$ cat src/rtl/intr_ctrl_multi_pkg.sv
// Shared encodings for the 65CE02 multi-source interrupt controller:
// FSM states, fixed vectors and the vectored IRQ address helper.
package intr_ctrl_multi_pkg;

  typedef enum logic [1:0] {
    kIC_RST   = 2'd0,
    kIC_IDLE  = 2'd1,
    kIC_TAKEN = 2'd2
  } ic_state_e;

  localparam logic [15:0] kVEC_RST = 16'hFFFC;
  localparam logic [15:0] kVEC_NMI = 16'hFFFA;
  localparam logic [15:0] kVEC_IRQ = 16'hFFFE;
  localparam logic [7:0]  kVEC_IRQ_BASE_LO = 8'hE0;

  // Channel k lands at E0 - 2k; with at most 16 channels the lowest is C2.
  function automatic logic [7:0] irq_vec_lo(input logic [3:0] id);
    return kVEC_IRQ_BASE_LO - {3'b000, id, 1'b0};
  endfunction

endpackage

$ cat src/rtl/intr_ctrl_multi_prio_enc.sv
// Lowest-index priority encoder: valid when any request bit is set, id is
// the index of the lowest set bit.
module intr_prio_enc #(
  parameter int N    = 4,
  parameter int ID_W = 2
) (
  input  logic [N-1:0]    req,
  output logic            valid,
  output logic [ID_W-1:0] id
);

  always_comb begin
    valid = 1'b0;
    id    = '0;
    // Scan downward so the lowest set index is written last and wins.
    for (int k = N - 1; k >= 0; k--) begin
      if (req[k]) begin
        valid = 1'b1;
        id    = ID_W'(k);
      end
    end
  end

endmodule

$ cat src/rtl/intr_ctrl_multi.sv
// Interrupt / reset / hypervisor-trap arbiter for the 65CE02 core.
// Optional INTR_VECTORED_EN gives each IRQ channel its own vector.
module intr_ctrl_multi
  import intr_ctrl_multi_pkg::*;
#(
  parameter int          NUM_IRQ    = 4,
  parameter logic [7:0]  HYP_VEC_HI = 8'hFF,
  parameter int          ID_W       = (NUM_IRQ > 1) ? $clog2(NUM_IRQ) : 1
) (
  input  logic               clk,
  input  logic               reset,
  input  logic               phi2,
  input  logic               mc_sync,
  input  logic [NUM_IRQ-1:0] irq,
  input  logic [NUM_IRQ-1:0] irq_en,
  input  logic               nmi,
  input  logic               hyp,
  input  logic               i_flag,
  input  logic               hyper_rti,
  output logic               intg,
  output logic               nmig,
  output logic               hyperg,
  output logic               resp,
  output logic               hyper_mode,
  output logic               pc_hold,
  output logic [7:0]         vector_hi,
  output logic [7:0]         vector_lo,
  output logic               irq_ack,
  output logic [ID_W-1:0]    irq_ack_id,
  output logic [1:0]         state_dbg
);

  ic_state_e       state, state_nx;
  logic            nmi_prev, nmi_pend, nmi_edge;
  logic            irq_valid;
  logic [ID_W-1:0] irq_id;
  logic [15:0]     irq_vec;
  logic            take_hyp, take_nmi, take_irq, end_seq, leave_rst;

  intr_prio_enc #(.N(NUM_IRQ), .ID_W(ID_W)) u_prio (
    .req   (irq & irq_en),
    .valid (irq_valid),
    .id    (irq_id)
  );

`ifdef INTR_VECTORED_EN
  assign irq_vec = {8'hFF, irq_vec_lo(4'(irq_id))};
`else
  assign irq_vec = kVEC_IRQ;
`endif

  assign nmi_edge  = phi2 & nmi & ~nmi_prev;
  assign state_dbg = state;

  always_ff @(posedge clk or negedge reset) begin
    if (!reset) state <= kIC_RST;
    else        state <= state_nx;
  end

  // Arbitration happens only in IDLE; the TAKEN exit edge never re-arbitrates.
  always_comb begin
    state_nx  = state;
    take_hyp  = 1'b0;
    take_nmi  = 1'b0;
    take_irq  = 1'b0;
    end_seq   = 1'b0;
    leave_rst = 1'b0;
    if (phi2 && mc_sync) begin
      case (state)
        kIC_RST: begin
          leave_rst = 1'b1;
          state_nx  = kIC_IDLE;
        end
        kIC_IDLE: begin
          if (!hyper_mode) begin
            if (hyp)                       take_hyp = 1'b1;
            else if (nmi_pend)             take_nmi = 1'b1;
            else if (irq_valid && !i_flag) take_irq = 1'b1;
          end
          if (take_hyp || take_nmi || take_irq) state_nx = kIC_TAKEN;
        end
        kIC_TAKEN: begin
          end_seq  = 1'b1;
          state_nx = kIC_IDLE;
        end
        default: state_nx = kIC_RST;
      endcase
    end
  end

  always_ff @(posedge clk or negedge reset) begin
    if (!reset) begin
      resp       <= 1'b1;
      pc_hold    <= 1'b1;
      intg       <= 1'b0;
      nmig       <= 1'b0;
      hyperg     <= 1'b0;
      hyper_mode <= 1'b0;
      nmi_prev   <= 1'b0;
      nmi_pend   <= 1'b0;
      irq_ack    <= 1'b0;
      irq_ack_id <= '0;
      vector_hi  <= kVEC_RST[15:8];
      vector_lo  <= kVEC_RST[7:0];
    end else begin
      // irq_ack is a strict one-clk pulse, independent of phi2.
      irq_ack <= take_irq;
      if (phi2) nmi_prev <= nmi;
      // A fresh edge coinciding with an NMI take keeps the pending flag set.
      nmi_pend <= nmi_edge | (nmi_pend & ~take_nmi);
      if (take_hyp)                hyper_mode <= 1'b1;
      else if (phi2 && hyper_rti)  hyper_mode <= 1'b0;
      if (leave_rst) begin
        resp    <= 1'b0;
        pc_hold <= 1'b0;
      end
      if (end_seq) begin
        intg    <= 1'b0;
        nmig    <= 1'b0;
        hyperg  <= 1'b0;
        pc_hold <= 1'b0;
      end
      if (take_hyp || take_nmi || take_irq) begin
        intg    <= 1'b1;
        pc_hold <= 1'b1;
      end
      if (take_hyp) begin
        hyperg    <= 1'b1;
        vector_hi <= HYP_VEC_HI;
        vector_lo <= 8'h00;
      end
      if (take_nmi) begin
        nmig      <= 1'b1;
        vector_hi <= kVEC_NMI[15:8];
        vector_lo <= kVEC_NMI[7:0];
      end
      if (take_irq) begin
        irq_ack_id <= irq_id;
        vector_hi  <= irq_vec[15:8];
        vector_lo  <= irq_vec[7:0];
      end
    end
  end

endmodule

$ cat config.mk
export PLATFORM = sky130hd
export DESIGN_NAME = intr_ctrl_multi
export DESIGN_NICKNAME = d
export VERILOG_FILES = /design/src/rtl/intr_ctrl_multi_pkg.sv /design/src/rtl/intr_ctrl_multi_prio_enc.sv /design/src/rtl/intr_ctrl_multi.sv
export SDC_FILE = /design/constraint.sdc
export NUM_CORES = 1
export LEC_CHECK = 0
export CORE_MARGIN = 1.5
export CORE_UTILIZATION = 41
export CTS_CLUSTER_DIAMETER = 40
export DETAILED_ROUTE_END_ITERATION = 10
export HOLD_SLACK_MARGIN = 0.03
export PLACE_DENSITY_LB_ADDON = 0.08
export SYNTH_ARGS = -nofsm -noshare
export SYNTH_HDL_FRONTEND = slang
export SYNTH_SLANG_ARGS = --single-unit
export TNS_END_PERCENT = 1
$ cat constraint.sdc
create_clock -name clk -period 2.99 [get_ports clk]
set_input_delay 0.299 -clock clk [delete_from_list [all_inputs] [get_ports clk]]
set_output_delay 0.299 -clock clk [all_outputs]
set_load 0.02 [all_outputs]
== Word-level counts from Yosys, hierarchy flattened ==
Cells that the tools add are included.

* Bitwise operators: 7
* Mux-type cells: 50
* Equal/unequal tests: 3
* Reductions and logical operators: 17

{| class="wikitable"
|+ Operator list
! operator !! count
|-
| 2-to-1 mux 8 bit || 6
|-
| 2-to-1 mux 1 bit || 38
|-
| 2-to-1 mux 2 bit || 5
|-
| nonzero test 2 bit || 4
|-
| nonzero test 3 bit || 2
|-
| AND 4 bit || 1
|-
| logical OR 1 bit || 4
|-
| one-hot mux 2 bit (2 select lines) || 1
|-
| AND 1 bit || 3
|-
| logical AND 1 bit || 3
|-
| equality test 2 x 1 -> 1 bit (second input constant) || 1
|-
| equality test 2 bit (second input constant) || 1
|-
| logical NOT 2 bit || 1
|-
| inequality test 2 bit (second input constant) || 1
|-
| NOT 1 bit || 2
|-
| AND reduction 2 bit || 1
|-
| OR reduction 2 bit || 1
|-
| logical NOT 1 bit || 1
|-
| OR 1 bit || 1
|}

* Input bits: 16
* Logic and storage cells: 90
* Output and inout port bits: 27
* Register bits: 29

== Depth between registers and ports, before layout ==
Gate-level depths: netlist of run 1.

* Depth after elaboration: 16
* Mapped depth: 4

== Cells and area by module ==
A second synthesis of run 1 with hierarchy kept.

* Cells, all modules: 82
* Area, all modules: 835.8 um^2

{| class="wikitable"
|+ Modules (own cells, without submodules)
! module !! area each (um^2) !! instances !! cells an instance !! seq. area each (um^2)
|-
| intr_ctrl_multi || 800.8 || 1 || 75 || 405.4
|-
| intr_prio_enc || 35.0 || 1 || 7 || 0.0
|}

== Worst setup path after synthesis of run 1 ==
No wires, ideal clock.

* Path type: reg-to-reg
* Start point: reg hyper_mode
* End point: reg irq_ack_id[0]
* Path buffers: 0
* Path slack: 1.217 ns
* Stages on the path, launching flop included: 4
* Arrival: 1.648 ns
* Cell sequence: dfrtp_1 or4_4 a211oi_4 mux2_4

* Cells in the longest elaborated chain, start to end: 5

{| class="wikitable"
|+ RTL lines
! item !! line !! RTL
|-
| from (decl) || intr_ctrl_multi.sv:24 || <nowiki>output logic hyper_mode,</nowiki>
|-
| from (signal assigned) || intr_ctrl_multi.sv:98 || <nowiki>hyper_mode <= 1'b0;</nowiki>
|-
| from (signal assigned) || intr_ctrl_multi.sv:111 || <nowiki>if (take_hyp) hyper_mode <= 1'b1;</nowiki>
|-
| from (signal assigned) || intr_ctrl_multi.sv:112 || <nowiki>else if (phi2 && hyper_rti) hyper_mode <= 1'b0;</nowiki>
|-
| 2-to-1 mux 1 bit || intr_ctrl_multi.sv:75 || <nowiki>if (!hyper_mode) begin</nowiki>
|-
| 2-to-1 mux 1 bit || intr_ctrl_multi.sv:69 || <nowiki>case (state)</nowiki>
|-
| 2-to-1 mux 1 bit || intr_ctrl_multi.sv:68 || <nowiki>if (phi2 && mc_sync) begin</nowiki>
|-
| 2-to-1 mux 1 bit || intr_ctrl_multi.sv:69 ||
|-
| 2-to-1 mux 1 bit || intr_ctrl_multi.sv:68 ||
|-
| named net take_irq || intr_ctrl_multi.sv:38 || <nowiki>logic take_hyp, take_nmi, take_irq, end_seq, leave_rst;</nowiki>
|-
| to (signal assigned) || intr_ctrl_multi.sv:138 || <nowiki>irq_ack_id <= irq_id;</nowiki>
|-
| to (decl) || intr_ctrl_multi.sv:29 || <nowiki>output logic [ID_W-1:0] irq_ack_id,</nowiki>
|}

The timed path passes the listed nets, and every way through them passes these cells. The select of a mux whose other input is x is not followed.
A chain may end at the register's enable or synchronous reset.

== Worst setup path in the final report of run 1 ==
* Start point: in hyp
* End point: reg irq_ack_id[0]

* Cells in the longest elaborated chain, start to end: 6

{| class="wikitable"
|+ RTL lines
! item !! line !! RTL
|-
| from (decl) || intr_ctrl_multi.sv:17 || <nowiki>input logic hyp,</nowiki>
|-
| 2-to-1 mux 1 bit || intr_ctrl_multi.sv:76 || <nowiki>if (hyp) take_hyp = 1'b1;</nowiki>
|-
| 2-to-1 mux 1 bit || intr_ctrl_multi.sv:75 ||
|-
| 2-to-1 mux 1 bit || intr_ctrl_multi.sv:69 ||
|-
| 2-to-1 mux 1 bit || intr_ctrl_multi.sv:68 ||
|-
| 2-to-1 mux 1 bit || intr_ctrl_multi.sv:69 ||
|-
| 2-to-1 mux 1 bit || intr_ctrl_multi.sv:68 ||
|-
| named net take_irq || intr_ctrl_multi.sv:38 ||
|}

The timed path passes the listed nets, and every way through them passes these cells. The select of a mux whose other input is x is not followed.

==> impl_metrics.toml, run 1 <==
[synth]
synthTopCellsByArea = "dfrtp_1 36%, dfstp_2 13%, buf_4 12%"
yosysTopAreaCell = "dfrtp_1"
ys_types = 28
ys_warn_count = 0
syn_avg_cell_area_sq_um = 9.92
syn_inst = 83
netlist.area_leader.share = 0.365
synth-seq-cells = 16
synth_area_sq_um = 823
synth-seq-area-share = 0.492

[sta]
hold_violations = 0
fin_crit_ns = 1.81
tightest_slew_ns = 0.682
fin_hold_ws_ns = 0.418
finalCritPeriodShare = 0.605
rsz0062_at_grt = "false"
setup-tns-final_ns = 0
slew_headroom = 0.544
finalSetupViolations = 0
fmax_ghz = 0.553
final_max_slew_viol_count = 0
fin_skew_ns = 0.00263

[setup_path]
critPathMaxStageDelay_ns = 0.60
crit_cells = 4
arrival_ns = 1.99
r2r_end = "irq_ack_id[0]"
slowest_stage = "or4_4"
crit_end = "irq_ack_id[0]"
cp_max_fo = 5
cp.required_ns = 3.17
r2r-start = "hyper_mode"
cp_top_family = "simple AND/OR/NAND/NOR gates"
end_kind = "flop"
crit_start = "hyp"
r2r_slack_ns = 1.22
crit_chain = "clkdlybuf4s50_1 -> or4_4 -> a211oi_4 -> mux2_4"
critical_path_class = "in -> reg"
worstRegToRegCells = 3
cp-start-kind = "primary input"
crit_buf_inv = 1

[cts]
max-clock-path-buffers = 2
cts-buffers-inserted = 3
cts_max_level = 1
post_cts_buffers = 0
cts_resized = 0
clk_pin_slew_ns = 0.09
ctsHoldBuffers = 0
clock_sinks = 16
tritoncts = "yes"
clock_latency_ns = 0.29
root_buffer = "clkbuf_4"

[layout]
fillCellCount = 179
diodes = 0
drive_above_1_share = 0.132
fin_area_sq_um = 1150
syn2layout_area_growth_pct = 40.0
final_cell_mix = "33 x clkdlybuf4s50_1, 15 x nand2_1, 12 x dfrtp_1"
fin_util = 0.600
nets = 131
final_common_cell = "clkdlybuf4s50_1"
stdcell_count = 141

[place]
place_inst = 137
port_buffers = 33
dp_hpwl_mm = 1.26
place_congestion = 0.701
placed_cell_area_sq_um = 1120

[drt]
ant_nets = 0
drc = 0
drtIter0Drc = 7
drt_first_pass_iters = 4
vias = 675
wl_mm = 1.62
avgRoutedWirePerCell_microns = 11.5
vias_per_cell = 4.79

[status]
status = "finished clean"

[power]
ir_drop_mv = 0.459
leakage_nw = 0.506
powerDensity_nw_per_um2 = 809

[global_route]
grt_pass1_wl_mm = 2.66
grt_start_max_net_pins = 17
overflow = 0
grt.total_usage = 0.167
grt_pass1_vias = 651
antenna_found_initial = 0

[run]
max-cap-violations = 0

[die]
die_h_microns = 47.8
die-area_sq_um = 2290
core_area_sq_um = 1920
row_count = 16
die_x_microns = 47.8
ios = 43
initial_utilization = 0.428

[hold_path]
hold_class = "in -> async"
## synthesized netlist by cell type
cell type / number
or3_1: 1
a31o_1: 1
buf_4: 13
o21a_1: 1
mux2_4: 1
dfrtp_1: 12
nor3_1: 1
nand4b_1: 1
inv_1: 2
a31oi_1: 1
and2b_2: 1
nand2_1: 15
a21o_1: 2
or4_4: 1
or2_2: 1
nor2_1: 3
and3_1: 1
o32a_2: 1
a211oi_4: 1
o31ai_1: 1
o21ai_0: 6
a21o_2: 1
a32oi_1: 1
and2_1: 1
conb_1: 2
a22oi_1: 2
dfstp_2: 4
a21oi_1: 5
## worst min path at each step
stage,start,endpoint,cells past startpoint
detailed placement,nmi_prev,nmi_pend,1
CTS,reset,state_dbg[0],1
global placement,nmi_prev,nmi_pend,1
floorplan,reset,hyper_mode,0
global route,resp,resp,1
finish,reset,nmi_prev,1
## layout make-up
cell class                 count  area, sq um  share of cell area
clock buffer                   4         36.3              0.0315
inverter                       2         7.51             0.00651
multi-input combinational     59          339               0.294
sequential                    16          405               0.352
tap                           27         33.8              0.0293
timing repair buffer          33          330               0.287
## worst reg2reg max path, cell delays in order, from the launching register on
cell and delay (ns):
dfrtp_1 0.46, or4_4 0.58, a211oi_4 0.30, mux2_4 0.32
## layer usage
metal	share of wire	global-route usage
met4	0.016	0.0649
met1	0.44	0.202
met5	0	0
met3	0.047	0.0226
met2	0.50	0.296
## stage by stage
stage | power, mW | worst slack, ns
floorplan | 0.617 | 1.22
global placement | 0.792 | 0.893
detailed placement | 0.796 | 0.862
CTS | 0.941 | 1.17
global route | 0.994 | 1.15
finish | 0.932 | 1.18
## flip-flops by register name (all words and copies together), names as in the netlist
register and flops:
state_dbg 2, resp 1, irq_ack 1, nmi_prev 1, hyperg 1, hyper_mode 1, vector_lo 3, irq_ack_id 2
intg 1, nmi_pend 1, pc_hold 1, nmig 1
## cell families (layout without fill, tap and decap cells)
group,Yosys count,after routing,share of synthesized area
AOI/OAI and AO/OA,23,23,0.199
buffers and inverters,15,39,0.128
DFF,16,16,0.492
muxes,1,1,0.0182
other,2,9,0.00912
and+or+nand+nor,26,26,0.154
## where the power goes
| group | switching [mW] | internal, mW |
|---|---|---|
| combinational | 0.219 | 0.215 |
| sequential | 0.0629 | 0.293 |
| clock | 0.0689 | 0.0742 |
| total | 0.350 | 0.582 |
Note: power is estimated with default switching activity, not from simulation.
==> run 2, diff against run 1 <==
--- a/config.mk
+++ b/config.mk
@@ -6,7 +6,7 @@
 export NUM_CORES = 1
 export LEC_CHECK = 0
 export CORE_MARGIN = 1.5
-export CORE_UTILIZATION = 41
+export CORE_UTILIZATION = 34
 export CTS_CLUSTER_DIAMETER = 40
 export DETAILED_ROUTE_END_ITERATION = 10
 export HOLD_SLACK_MARGIN = 0.03
==> constraint.sdc (replaced) <==
create_clock -name clk -period 1.6 [get_ports clk]
set_input_delay 0.16 -clock clk [delete_from_list [all_inputs] [get_ports clk]]
set_output_delay 0.16 -clock clk [all_outputs]
set_load 0.02 [all_outputs]
==> run 2 against run 1 <==
Effect of this change: non-clock buffer count grew 11; wire length grew 5.9%; hold slack lost 0.24 ns; clock skew grew 0.010 ns; final area grew 7.1%.
==> impl_metrics.toml, run 2 (same netlist as run 1, synthesis figures left out) <==
[drt]
drtIter0Drc = 3
wl_met1_microns = 793
wl_met3_microns = 96
drc = 0
ant_nets = 0
top_layer = "met4"
vias = 707
wl_met2_microns = 779
avgRoutedWirePerCell_microns = 11.2
vias_per_cell = 4.62
wl_mm = 1.72
drt_first_pass_iters = 4

[sta]
fin_skew_ns = 0.0129
finalCritPeriodShare = 0.975
hold_violations = 0
fin_crit_ns = 1.56
post-route-worst-setup-slack_ns = 0.0399
setup-tns-final_ns = 0
rsz0062_at_grt = "false"
fin_hold_ws_ns = 0.175
fmax_ghz = 0.641
finalSetupViolations = 0
final_max_slew_viol_count = 0

[layout]
final_common_cell = "clkdlybuf4s50_1"
diodes = 0
fin_util = 0.547
drive_above_1_share = 0.208
largest_reg_flops = 3
top_register = "vector_lo"
final_cell_mix = "23 x clkdlybuf4s50_1, 15 x nand2_1, 11 x dfrtp_1"
fin_area_sq_um = 1230
stdcell_count = 153
nets = 142
syn2layout_area_growth_pct = 49.8

[global_route]
antenna_found_initial = 0
grt_pass1_wl_mm = 2.88
grt_pass1_vias = 660
grt_start_max_net_pins = 17
overflow = 0
grt.total_usage = 0.147

[setup_path]
arrival_ns = 1.75
crit_chain = "or4_4 -> a211oi_4 -> mux2_4"
worstRegToRegCells = 3
cp-start-kind = "flop"
crit_end = "irq_ack_id[0]"
crit_start = "nmi_pend"
critical_path_class = "reg -> reg"
r2r_slack_ns = 0.04
cp_max_fo = 3
critPathMaxStageDelay_ns = 0.52
end_kind = "flop"
slowest_stage = "or4_4"
r2r_end = "irq_ack_id[0]"
r2r-start = "nmi_pend"
cp.required_ns = 1.79

[cts]
ctsHoldBuffers = 0
post_cts_buffers = 0
cts_max_level = 1
clk_pin_slew_ns = 0.10
clock_latency_ns = 0.29
root_buffer = "clkbuf_4"
cts-buffers-inserted = 3
clock_sinks = 16
cts_resized = 6
max-clock-path-buffers = 2
tritoncts = "yes"

[power]
sequentialPowerShare = 0.367
leakage_nw = 0.624
intPower_mw = 1.04
power_switching_uw = 659
power.total_mw = 1.70
powerDensity_nw_per_um2 = 1380
p_sw_frac = 0.387
ir_drop_mv = 0.765
p_clk_frac = 0.132
p_comb_frac = 0.501

[run]
max-cap-violations = 0

[die]
die_x_microns = 52.2
core_area_sq_um = 2250
row_count = 17
initial_utilization = 0.365
die-area_sq_um = 2730
die_h_microns = 52.2
ios = 43

[hold_path]
hold_class = "in -> async"

[place]
place_inst = 149
place_ws_ns = -0.195
placed_cell_area_sq_um = 1200
dp_hpwl_mm = 1.36
place_congestion = 0.680
port_buffers = 33

[status]
status = "finished clean"
run 2: worst max-delay path, delay by kind of cell, from the launching register on:
family	cells	cell delay [ns]
mux	1	0.32
compound gates	1	0.22
simple gates	1	0.52
flops	1	0.40
run 2: how the worst min path moves through the flow:
stage                     slack (ns)  cells after the start             to     start
after floorplan                -0.14                      0     hyper_mode     reset
after global placement          0.44                      1       nmi_pend  nmi_prev
after detailed placement        0.45                      1           resp      resp
after CTS                       0.18                      2  irq_ack_id[0]     reset
after global routing            0.20                      2        irq_ack     reset
final                           0.17                      2        irq_ack     reset
run 2: power by group through the flow:
stage | sequential (mW) | clock [mW] | combinational (mW)
after floorplan | 0.792 | 0 | 0.363
final | 0.625 | 0.225 | 0.852
after global placement | 0.635 | 0 | 0.910
after global routing | 0.645 | 0.256 | 0.924
after CTS | 0.630 | 0.235 | 0.870
after detailed placement | 0.640 | 0 | 0.914
run 2: cell type report:
class	instances	area [sq um]
inverter	2	7.51
clock buffer	4	26.3
timing repair buffer	44	419
fill	224	1020
multi-input combinational	59	339
tap	28	35.0
sequential	16	407
run 2: per-layer routing:
layer / vias up / global-route usage
li1: 352 / -
met2: 28 / 0.232
met3: 5 / 0.0257
met4: 0 / 0.0897
met1: 322 / 0.187
met5: - / 0
